$ cat src/rtl/ppu_stream_gen.sv
// ppu_stream_gen: Game Boy LCD-timed pixel stream (vs/hs/de/color) that zero-fills a line when upstream
// pixels cannot arrive in time, so every visible line carries exactly WIDTH de pulses.
module ppu_stream_gen #(
    parameter int WIDTH    = 160,
    parameter int HEIGHT   = 144,
    parameter int H_TOTAL  = 456,
    parameter int V_TOTAL  = 154,
    parameter int OAM_DOTS = 80
) (
    input  logic       tclk,
    input  logic       rst,
    input  logic       ce,
    input  logic       lcd_en,
    input  logic       pix_valid,
    input  logic [1:0] pix_data,
    output logic       pix_ready,
    output logic       vs,
    output logic       hs,
    output logic       de,
    output logic [1:0] color,
    output logic [7:0] ly,
    output logic [1:0] mode,
    output logic       underrun
);
    typedef enum logic [2:0] {S_OAM, S_DRAW, S_FILL, S_HBLANK, S_VBLANK} state_t;
    state_t     state, state_n;
    logic [8:0] dot;
    logic [7:0] line, line_nx, px_cnt;
    logic [1:0] mode_n;
    logic       adv, dot_last, line_last, px_last, draw_open, deadline, xfer, fill;

    assign adv       = lcd_en & ce;
    assign dot_last  = dot == 9'(H_TOTAL - 1);
    assign line_last = line == 8'(V_TOTAL - 1);
    assign line_nx   = line_last ? 8'd0 : line + 8'd1;
    assign px_last   = px_cnt == 8'(WIDTH - 1);
    assign draw_open = (state == S_DRAW) & (px_cnt < 8'(WIDTH));
    // Remaining dots equal remaining pixels: from here on every dot must emit a pixel.
    assign deadline  = (10'(H_TOTAL - 1) - 10'(dot)) == (10'(WIDTH) - 10'(px_cnt));
    assign pix_ready = adv & draw_open & ~deadline;
    assign xfer      = pix_valid & pix_ready;
    assign fill      = adv & ((draw_open & deadline) | (state == S_FILL));

    always_comb begin
        state_n = state;
        mode_n  = state == S_OAM ? 2'd2 : state == S_HBLANK ? 2'd0 : state == S_VBLANK ? 2'd1 : 2'd3;
        if (adv) begin
            unique case (state)
                S_OAM:    if (dot == 9'(OAM_DOTS - 1)) state_n = S_DRAW;
                S_DRAW:   state_n = ((xfer | fill) & px_last) ? S_HBLANK : fill ? S_FILL : S_DRAW;
                S_FILL:   if (px_last) state_n = S_HBLANK;
                S_HBLANK: if (dot_last) state_n = (line_nx < 8'(HEIGHT)) ? S_OAM : S_VBLANK;
                S_VBLANK: if (dot_last & line_last) state_n = S_OAM;
                default:  state_n = S_OAM;
            endcase
        end
    end

    always_ff @(posedge tclk) begin
        if (rst || !lcd_en) begin
            state    <= S_OAM;
            dot      <= '0;
            line     <= '0;
            px_cnt   <= '0;
            vs       <= 1'b0;
            hs       <= 1'b0;
            de       <= 1'b0;
            color    <= 2'd0;
            ly       <= '0;
            mode     <= rst ? 2'd2 : 2'd0;
            underrun <= 1'b0;
        end else begin
            state <= state_n;
            vs    <= ce & (line == 8'd0) & (dot == 9'd0);
            hs    <= ce & dot_last;
            de    <= xfer | fill;
            ly    <= line;
            mode  <= mode_n;
            if (xfer) color <= pix_data;
            else if (fill) color <= 2'd0;
            if (fill) underrun <= 1'b1;
            if (ce) begin
                dot    <= dot_last ? 9'd0 : dot + 9'd1;
                line   <= dot_last ? line_nx : line;
                px_cnt <= dot_last ? 8'd0 : px_cnt + 8'(xfer | fill);
            end
        end
    end
endmodule

$ cat config.mk
export PLATFORM = sky130hd
export DESIGN_NAME = ppu_stream_gen
export DESIGN_NICKNAME = d
export VERILOG_FILES = /design/src/rtl/ppu_stream_gen.sv
export SDC_FILE = /design/constraint.sdc
export NUM_CORES = 1
export LEC_CHECK = 0
export BUFFER_PORTS_ARGS = -buffer_cell sky130_fd_sc_hd__buf_2
export CAP_MARGIN = 10
export CORE_UTILIZATION = 53
export DETAILED_ROUTE_END_ITERATION = 10
export PLACE_DENSITY = 0.82
export RECOVER_POWER = 50
export SYNTH_ARGS = -nofsm -noshare
export SYNTH_HDL_FRONTEND = slang
export SYNTH_SLANG_ARGS = --single-unit
export TNS_END_PERCENT = 30
$ cat constraint.sdc
create_clock -name tclk -period 3.03 [get_ports tclk]
set_input_delay 0.1515 -clock tclk [delete_from_list [all_inputs] [get_ports tclk]]
set_output_delay 0.1515 -clock tclk [all_outputs]
set_load 0.005 [all_outputs]
==> metrics.md <==
| Metric | Value |
|---|---|
| Multiplexer share of the synthesized area | 2.787% |
| Seq/Total Area, Yosys | 35.04% |
| Worst-Margin Slew | about 0.57 ns |
| Cells after DPL | approximately 370 |
| Startpoint types | flip-flop |
| CP Max Fanout | 5 |
| Total power | between 1 and 1.5 mW |
| Post-route minimum period | 2.970 ns |
| CP startpoint | dot[3]$_SDFFE_PP0P_ |
| Hold Vio Cnt, Final | 0 |
| Die ar. | 0.005022 mm2 |
| H-tree levels | 2 |
| Final Instance Area | 0.002898 mm2 |
| Simple-gate area share of the yosys netlist | 28.37% |
| Clk Latency, worst-skew pair | 0.31 ns |
| Main combinational cell family by area after synthesis | simple AND/OR/NAND/NOR gates |
| First-pass GRT wire length | 8997 um |
| Ports | 24 |
| Routed Antenna Nets | 0 |
| Max-cap violations | 0 |
| Synth cell types | 54 |
| GRT overflow | 0 |
| Sink Count | 44 |
| Max VDD drop | 0.1954 mV |
| Slowest cell on crit path | or3_4 |
| Yosys warnings | 0 |
| Xor/xnor share of the synthesized area | 9.408% |
| Routed len/inst | 14.62 um |
| IO Port Bufs | 23 |
| Total track usage | 22.35% |
| Starting DRT DRC Count | 195 |
| First-pass DRT Iterations | 8 |
| Clock Path Buffers | 2 |
| Cells after Synth | 302 |
| CTS tree | built |
| Critical path buffers and inverters | 1 |
| Synth Area in Compound Gates | ~13% |
| Slew HR | 61.88% |
| Area Overhead vs Synth | 15.28% |
| Area of the mapped netlist | 0.002514 mm2 |
| Fin. max-slew vios | 0 |
| Layout cells sized above 1 | about 18% |
| Failing checks | design-rule violations |
| Outcome | finished, violations left |
| Chip Width | 70.87 um |
| Ant diodes | 0 |
| Final clock skew | 0.005043 ns |
| CTS buffer count | 5 |
| Core area | 0.004444 mm2 |
| Post-synth EDFFs | 0 |
| # setup viols final | 0 |
| Final HPWL DP | 3791 um |
| CP Capture Type | flip-flop |
| Initial antenna violation count | 0 |
| # fillers | about 360 |
| Final wirelength | 5527 um |
| Pwr/cell area | 370.8 mW/mm2 |
| Yosys reg bits | 44 |
| Placed cell area | 0.002668 mm2 |
| CTS root buffer | clkbuf_8 |
| Arr. time, crit path | 3.17 ns |
| Crit path required time | 3.23 ns |
| Drc violations | 10 |
| CP max stage delay | 0.44 ns |
| Initial core utilization | 56.56% |
| Post-Layout Cell Count | 378 |
| Final worst-path setup slack | 0.05993 ns |
| RePlAce Congestion | 0.8525 |
| Place WS | roughly 0.051 ns |
| Post-Synth Adder-Cell Area | about 6.0% |
| Vias in the first global route | around 2100 |
| Asr flop ratio synth | 0% |
| Avg Inst Size Synth | 8.323 um2 |
| Die H | 70.87 um |
| Clk pin slew, worst setup/hold paths | 0.09 ns |
| Largest net degree at the start of global routing | 17 |
| HP Start | rst |
| Hold Crit Class | in2reg |
| Layout Nets | 344 |
| Syn Nets | approximately 320 |
| Cell Rows | 24 |
| Tcrit/Tclk final | 98.02% |
| CP cell instances | buf_4 > or3_4 > xnor2_4 > a211oi_1 > a41oi_2 > nor4b_4 > a22o_2 > nand2b_1 > ha_2 > and3_4 > nand4_1 > xor2_1 > nor2_1 |
| CP top delay family | simple AND/OR/NAND/NOR gates |
| Vias per cell | 5.981 |
| Leak | roughly 1.1 nW |
| Main flop type after synthesis | dfxtp_1 |
| Max Clock Freq | between 0.3 and 0.4 GHz |
| Critical R2R Launch | dot[3]$_SDFFE_PP0P_ |
| Via count | 2261 |
| Setup CP Type | reg2reg |
metrics by stage:
step,hold WS [ns],TNS [ns],utilization [%]
after detailed placement,0.3616,0,60.02
after CTS,0.03873,0,62.61
after global placement,0.3521,0,60.02
final,0.06597,0,65.20
after global routing,0.1112,-0.2243,65.20
after floorplan,0.2375,0,-
cells by family (layout without fill, tap and decap cells):
| group | Yosys count | after routing |
|---|---|---|
| simple gates | 131 | 131 |
| buf+inv | 32 | 56 |
| xor+xnor | 27 | 27 |
| mux | 7 | 7 |
| compound gates | 49 | 49 |
| flops | 44 | 44 |
| fa+ha+maj | 12 | 12 |
cell usage in the layout (no fill, tap or decap), drive strengths merged, types with 10 or more instances in the layout:
cell type / synthesis / layout
dfxtp: 44 / 44
nor2: 35 / 35
buf: 7 / 32
nand2: 22 / 22
xor2: 17 / 17
a21oi: 14 / 14
nand3: 13 / 13
ha: 12 / 12
inv: 10 / 11
clkbuf: 15 / 11
nand4: 10 / 10
xnor2: 10 / 10
cell usage after synthesis, types with 2 or more instances:
master,number,area [um2]
nor3_1,8,40.04
or3_1,2,12.51
nor2b_1,4,25.02
a21o_1,2,15.01
and2_1,6,37.54
a211oi_1,2,15.01
buf_2,3,15.01
a21oi_1,14,70.07
nand4_1,10,62.56
mux2i_1,7,70.07
xor2_1,17,148.9
clkbuf_1,15,56.30
nor2_1,35,131.4
and4_1,2,17.52
ha_1,12,150.1
nor4_1,2,12.51
xnor2_1,10,87.58
inv_1,10,37.54
nand3_1,13,65.06
and3_1,6,37.54
o22ai_1,4,25.02
nand2b_1,8,50.05
dfxtp_1,44,880.8
o21ai_0,8,40.04
o21a_1,2,15.01
a31oi_1,5,31.28
nand3b_1,2,15.01
nand2_1,22,82.58
buf_4,2,15.01
worst reg2reg max path: stages (launching register included):
cell and delay (ns):
dfxtp_4 0.35, buf_4 0.15, or3_4 0.44, xnor2_4 0.18, a211oi_1 0.31, a41oi_2 0.09, nor4b_4 0.31, a22o_2 0.18
nand2b_1 0.11, ha_2 0.21, and3_4 0.20, nand4_1 0.11, xor2_1 0.18, nor2_1 0.05
worst paths after layout:
kind | end | slack (ns) | cells after the start
worst max-delay path | px_cnt[7]$_SDFFE_PP0P_ | 0.06 | 13
worst min-delay path | mode[1]$_DFF_P_ | 0.07 | 2
worst max register to register | px_cnt[7]$_SDFFE_PP0P_ | 0.06 | 13
worst min register to register | underrun$_SDFFE_PP0P_ | 0.48 | 1
registers in the layout, indices dropped and copies added (netlist names):
name	count
state	3
hs	1
color	2
de	1
px_cnt	8
vs	1
dot	9
mode	2
line	8
underrun	1
ly	8
per-layer routing:
layer | wire length (um) | track usage [%] | up-vias
li1 | - | - | 1095
met1 | 2402 | 27.90 | 1062
met2 | 2667 | 37.71 | 89
met3 | 328 | 4.701 | 15
met4 | 128 | 8.889 | 0
met5 | 0 | 0 | -
power by group:
group	switching (mW)	internal [mW]
Combinational	0.0212	0.0120
Clock	0.213	0.248
Sequential	0.00200	0.578
Total	0.236	0.838
repair_timing:
item                       4_1_cts  5_1_grt
buffers inserted                 0        5
setup endpoints to repair        0        7
gates resized for setup          0       17
hold buffers                     0        0
area by class of cell:
cell class	instances	area (um2)	share of cell area (%)
multi-input combinational	226	1573	54.27
sequential	44	889.6	30.70
timing repair buffer	38	217.7	7.513
clock buffer	5	68.82	2.375
tap	52	65.06	2.245
clock inverter	3	46.29	1.598
inverter	10	37.54	1.295
Power figures use the tool's default switching activity.
